==> src/rtl/common_types_pkg.sv <==
// Shared types for the pipeline control blocks: stage indices, register
// address type and the stall-cause encoding used by hazard_ctrl.
package common_types_pkg;

    localparam int STG_F2D = 0;
    localparam int STG_D2E = 1;
    localparam int STG_E2M = 2;
    localparam int STG_M2W = 3;

    localparam int REG_AW = 5;
    typedef logic [REG_AW-1:0] regaddr_t;

    // Ordered by priority; the first active cause decides the stall action.
    typedef enum logic [2:0] {
        CAUSE_NONE,
        CAUSE_HALT_DMISS,
        CAUSE_IMISS_IDLE,
        CAUSE_IMISS,
        CAUSE_LOAD_USE,
        CAUSE_SCOREBOARD,
        CAUSE_LONG_BUSY
    } stall_cause_e;

    function automatic logic cause_holds_all(input stall_cause_e c);
        return (c == CAUSE_HALT_DMISS) || (c == CAUSE_IMISS_IDLE);
    endfunction

endpackage

==> src/rtl/hazard_scoreboard.sv <==
// Pending-write scoreboard for long-op destinations. A set in the same
// cycle as a clear of the same register wins; register 0 is never pending.
module hazard_scoreboard #(
    parameter int REG_AW = 5
) (
    input  logic              clk,
    input  logic              rst,
    input  logic              set_en,
    input  logic [REG_AW-1:0] set_rd,
    input  logic              clr_en,
    input  logic [REG_AW-1:0] clr_rd,
    input  logic [REG_AW-1:0] rs1,
    input  logic [REG_AW-1:0] rs2,
    input  logic [REG_AW-1:0] rd,
    output logic              busy_rs1,
    output logic              busy_rs2,
    output logic              busy_rd
);

    localparam int NREG = 2 ** REG_AW;

    logic [NREG-1:0] sb_q;
    logic [NREG-1:0] sb_d;

    always_comb begin
        sb_d = sb_q;
        if (clr_en) begin
            sb_d[clr_rd] = 1'b0;
        end
        // Applied after the clear: the issuing op is younger than the retiring one.
        if (set_en && (set_rd != '0)) begin
            sb_d[set_rd] = 1'b1;
        end
        sb_d[0] = 1'b0;
    end

    always_ff @(posedge clk or posedge rst) begin
        if (rst) begin
            sb_q <= '0;
        end else begin
            sb_q <= sb_d;
        end
    end

    assign busy_rs1 = sb_q[rs1];
    assign busy_rs2 = sb_q[rs2];
    assign busy_rd  = sb_q[rd];

endmodule

==> src/rtl/hazard_ctrl.sv <==
// Pipeline hazard controller: per-stage enables/flushes, long-op scoreboard,
// latched redirect and saturating stall/flush counters.
module hazard_ctrl
    import common_types_pkg::*;
#(
    parameter int STAGES = 4,
    parameter int REG_AW = 5,
    parameter int CNT_W  = 32
) (
    input  logic              clk,
    input  logic              rst,
    input  logic              halt,
    input  logic              ihit,
    input  logic              dhit,
    input  logic              dread,
    input  logic              dwrite,
    input  logic              branch,
    input  logic              d2e_dread,
    input  logic [REG_AW-1:0] d2e_rd,
    input  logic [REG_AW-1:0] f2d_rs1,
    input  logic [REG_AW-1:0] f2d_rs2,
    input  logic [REG_AW-1:0] f2d_rd,
    input  logic              f2d_long,
    input  logic              lu_issue,
    input  logic [REG_AW-1:0] lu_rd,
    input  logic              lu_busy,
    input  logic              lu_done,
    input  logic [REG_AW-1:0] lu_done_rd,
    output logic [STAGES-1:0] stage_en,
    output logic [STAGES-1:0] stage_flush,
    output logic              branch_pending,
    output logic [CNT_W-1:0]  stall_cycles,
    output logic [CNT_W-1:0]  flush_count
);

    stall_cause_e cause;
    logic         redirect;
    logic         redirect_req;
    logic         hold_all;
    logic         service;
    logic         load_use;
    logic         sb_hit;
    logic         busy_rs1;
    logic         busy_rs2;
    logic         busy_rd;
    logic         pending_d;

    assign redirect     = branch | branch_pending;
    assign redirect_req = redirect & ihit;

    hazard_scoreboard #(
        .REG_AW (REG_AW)
    ) u_scoreboard (
        .clk      (clk),
        .rst      (rst),
        .set_en   (lu_issue & ~redirect_req),
        .set_rd   (lu_rd),
        .clr_en   (lu_done),
        .clr_rd   (lu_done_rd),
        .rs1      (f2d_rs1),
        .rs2      (f2d_rs2),
        .rd       (f2d_rd),
        .busy_rs1 (busy_rs1),
        .busy_rs2 (busy_rs2),
        .busy_rd  (busy_rd)
    );

    assign load_use = d2e_dread && (d2e_rd != '0) &&
                      ((d2e_rd == f2d_rs1) || (d2e_rd == f2d_rs2));
    assign sb_hit   = busy_rs1 | busy_rs2 | busy_rd;

    always_comb begin
        cause = CAUSE_NONE;
        if (halt || ((dwrite || dread) && !dhit)) begin
            cause = CAUSE_HALT_DMISS;
        end else if (!dread && !dwrite && !ihit) begin
            cause = CAUSE_IMISS_IDLE;
        end else if (!redirect) begin
            if (!ihit) begin
                cause = CAUSE_IMISS;
            end else if (load_use) begin
                cause = CAUSE_LOAD_USE;
            end else if (sb_hit) begin
                cause = CAUSE_SCOREBOARD;
            end else if (f2d_long && lu_busy) begin
                cause = CAUSE_LONG_BUSY;
            end
        end
    end

    assign hold_all = cause_holds_all(cause);
    // A redirect is only acted on once nothing is freezing the whole pipe.
    assign service  = redirect_req & ~hold_all;

    always_comb begin
        stage_en    = '1;
        stage_flush = '0;
        case (cause)
            CAUSE_HALT_DMISS,
            CAUSE_IMISS_IDLE: begin
                stage_en = '0;
            end
            CAUSE_IMISS,
            CAUSE_LOAD_USE,
            CAUSE_SCOREBOARD,
            CAUSE_LONG_BUSY: begin
                stage_en[STG_F2D]    = 1'b0;
                stage_en[STG_D2E]    = 1'b0;
                stage_flush[STG_D2E] = 1'b1;
            end
            default: begin
                stage_en    = '1;
                stage_flush = '0;
            end
        endcase
        if (service) begin
            stage_en                = '1;
            stage_flush[STG_F2D]    = 1'b1;
            stage_flush[STG_D2E]    = 1'b1;
            stage_flush[STG_E2M]    = 1'b1;
        end
    end

    // Any redirect not serviced this cycle is remembered until it is.
    always_comb begin
        pending_d = branch_pending;
        if (service) begin
            pending_d = 1'b0;
        end else if (branch) begin
            pending_d = 1'b1;
        end
    end

    always_ff @(posedge clk or posedge rst) begin
        if (rst) begin
            branch_pending <= 1'b0;
        end else begin
            branch_pending <= pending_d;
        end
    end

    always_ff @(posedge clk or posedge rst) begin
        if (rst) begin
            stall_cycles <= '0;
            flush_count  <= '0;
        end else begin
            if (!stage_en[STG_F2D] && !halt && (stall_cycles != '1)) begin
                stall_cycles <= stall_cycles + CNT_W'(1);
            end
            if (service && (flush_count != '1)) begin
                flush_count <= flush_count + CNT_W'(1);
            end
        end
    end

endmodule

==> config.mk <==
export PLATFORM = sky130hd
export DESIGN_NAME = hazard_ctrl
export DESIGN_NICKNAME = d
export VERILOG_FILES = /design/src/rtl/common_types_pkg.sv /design/src/rtl/hazard_scoreboard.sv /design/src/rtl/hazard_ctrl.sv
export SDC_FILE = /design/constraint.sdc
export NUM_CORES = 1
export LEC_CHECK = 0
export ABC_AREA = 1
export BUFFER_PORTS_ARGS = -buffer_cell sky130_fd_sc_hd__buf_4
export CAP_MARGIN = 15
export CORE_UTILIZATION = 35
export DETAILED_ROUTE_END_ITERATION = 8
export PLACE_DENSITY = 0.64
export SLEW_MARGIN = 20
export SYNTH_ARGS = -nofsm -noshare
export SYNTH_HDL_FRONTEND = slang
export SYNTH_SLANG_ARGS = --single-unit
==> constraint.sdc <==
create_clock -name clk -period 3.7 [get_ports clk]
set_input_delay 0.185 -clock clk [delete_from_list [all_inputs] [get_ports clk]]
set_output_delay 0.185 -clock clk [all_outputs]
set_load 0.005 [all_outputs]
==> results by group <==
Cells and area
  • Most frequent cells in the layout: 340 x nand2_1, 122 x buf_4, 105 x nand3_1
  • Finished Layout Cells: 1,370
  • Area delta synth->final: 18.7%
  • Post-layout util: 43.0%
  • Share of cells above drive strength 1: 14.0%
  • Final Cell Area: 8160 sq um
  • ANT cells: 0
  • Commonest non-fill, non-tap cell in the layout: nand2_1
  • Final nets: 1,150

Synthesis
  • Simple-Gate Fraction of Synth Area: 42.4%
  • Post-Syn Nets: 1,058
  • Register area share after synthesis: 35.0%
  • Cell variety after synth: 31
  • Async SR Flop Fraction: 100%
  • Post-synth top area share: 35.0%
  • Post-synthesis compound-gate area fraction: 5.41%
  • YS warnings: 0
  • Main synth FF type: dfrtp_1
  • Post-Syn Instances: 1,013
  • Synth Area in Adders: 0.364%
  • Largest family of logic cells by synthesized area: simple AND/OR/NAND/NOR gates
  • Post-synthesis xor/xnor area fraction: 8.67%
  • Proportion of synthesized area in mux cells: 0%
  • Synth top area cells: dfrtp_1 35%, nand2_1 19%, nand3_1 7.6%
  • Avg Cell Area, Syn: 6.78 sq um
  • Post-Syn Area: 6870 sq um
  • #FFs+latches synth: 96
  • EDFF count, synth: 0
  • Yosys top cell by area: dfrtp_1

Timing
  • TNS Setup: 0 ns
  • Worst setup margin: 0.768 ns
  • FMAX: 341 MHz
  • Setup Viol. Count Final: 0
  • RSZ-0062 raised after global routing: false
  • Period utilization: 79.3%
  • Worst Hold Slack: 0.139 ns
  • Hold Vio Cnt, Final: 0
  • Worst Tran Pin Value: 0.653 ns
  • Max-slew violations: 0
  • Clock Skews: 0.0105 ns
  • Fin crit period: 2.93 ns
  • Max-slew headroom: 56.4%

Clocking
  • Skew-Pair Late Insertion Delay: 0.36 ns
  • TritonCTS Buffers: 9
  • H-tree level count: 3
  • Number of clock sinks: 96
  • Clk Tree Root Cell: clkbuf_16
  • CTS Hold Bufs: 1
  • Clock slew at the register clock pins of the worst setup and hold paths: 0.07 ns
  • CTS resizes: 0
  • Setup repair bufs after CTS: 0
  • Clk buf depth: 2
  • TritonCTS clock tree: built

Global route
  • Pin count of the biggest net entering global routing: 44
  • First-pass GRT wire length: 33.6 mm
  • Tot GR Track Use: 20.9%
  • Vias in the first global route: 6,628
  • Initial antenna violation count: 0
  • Total global routing overflow: 0

Floorplan
  • Core footprint: 19,000 sq um
  • Std cell rows: 50
  • Die Area: 20,200 sq um
  • I/O Pins: 116
  • Die Wd: 142 microns
  • Chip height: 142 microns
  • Initial Utilization: 36.3%

Placed design
  • Dpl hpwl: 15.2 mm
  • Routability Congestion: 0.886
  • # placed instances: 1,353
  • Cell area after placement: 7850 sq um
  • Number of port buffers: 114
  • Worst setup slack after placement: 0.712 ns

Critical path
  • Setup crit start kind: flip-flop
  • CP Class: flip-flop to output pin
  • Crit Path Max Fanout: 19
  • Arr. time, crit path: 2.75 ns
  • CP required: 3.51 ns
  • Critical path endpoint category: output pin

Routing
  • Vias per cell: 5.17
  • Initial DRC count: 537
  • First-pass detailed-route iteration total: 5
  • ANT nets after route: 0
  • Final WL: 20.1 mm
  • Average wire per standard cell: 14.7 microns
  • Routed vias: 7,085
  • Remaining DRCs: 0

Pwr
  • Leak pwr: 4.04 nW
  • PD cells: 354 nW/um^2
  • Overall power: 2.89 mW
  • VDD IR-drop max: 0.000229 V

Hold path
  • Worst min path class: input port to flip-flop

Flow run
  • Max cap viols: 0

Run status
  • Status: completed
-- routing by layer --
layer	GRT usage (%)	vias to the layer above	wire (microns)
met5	0	-	0
met4	8.04	0	519
met3	2.79	34	1240
met2	32.3	220	8790
met1	29.4	3283	9600
li1	-	3548	-
-- cells by family (layout without fill, tap and decap cells) --
group	count (synthesis)	in the layout
and+or+nand+nor	654	654
adders and majority gates	2	2
xor gates and xnor gates	68	68
DFF	96	96
other	1	1
AOI/OAI and AO/OA	72	72
buffers and inverters	120	217
-- cell type report --
cell class / instances / area (sq um)
Clock buffer: 10 / 229
Clock inverter: 6 / 67.6
Fill cell: 1940 / 10800
Inverter: 78 / 295
Multi-Input combinational cell: 797 / 3910
Sequential cell: 96 / 2400
Tap cell: 260 / 325
Timing Repair Buffer: 123 / 926
-- flip-flops by register name (all words and copies together) (netlist names) --
| name | flops |
|---|---|
| u_scoreboard.sb_q | 31 |
| stall_cycles | 32 |
| branch_pending | 1 |
| flush_count | 32 |
-- critical path, cell delays in order (launching register included) --
cell and delay [ns]:
dfrtp_1 0.41, or2_2 0.30, nand2_1 0.06, nand3_1 0.06
nand3_1 0.08, nand3_1 0.07, nand2_1 0.14, nand4_1 0.14
nand2_1 0.09, nand2_1 0.07, nand3_1 0.11, nand3_2 0.37
nand2_1 0.20, inv_1 0.12, buf_4 0.16
-- report_power, final --
group | total (mW) | switching (mW) | internal, mW | leakage, nW
logic | 0.623 | 0.371 | 0.252 | 2.61
clock network | 0.942 | 0.416 | 0.527 | 0.139
registers | 1.32 | 0.160 | 1.16 | 1.29
-- path summary, 6_finish.rpt --
kind / slack [ns] / endpoint / cells past startpoint / start
setup / recovery: 0.77 / stage_flush[2] / 14 / u_scoreboard.sb_q[9]
hold / removal: 0.14 / branch_pending / 3 / branch
setup reg to reg: 0.79 / flush_count[23] / 13 / flush_count[0]
hold reg to reg: 0.52 / u_scoreboard.sb_q[3] / 2 / u_scoreboard.sb_q[3]
max in group asynchronous: 2.36 / flush_count[4] / 4 / rst
min in group asynchronous: 0.43 / stall_cycles[23] / 3 / rst
-- cell usage after synthesis (2+ instances only) --
cell type,instances
nor2_2,3
xnor2_1,19
dfrtp_1,96
nand3_2,5
buf_2,13
nor4_1,12
inv_2,3
buf_4,11
nand4_1,77
ha_1,2
o21ai_0,65
nand2_1,340
buf_6,7
xor2_1,49
inv_1,74
a21oi_1,3
nand3_1,105
nor2_1,77
nor3_1,30
clkbuf_1,11
Power figures use the tool's default switching activity.
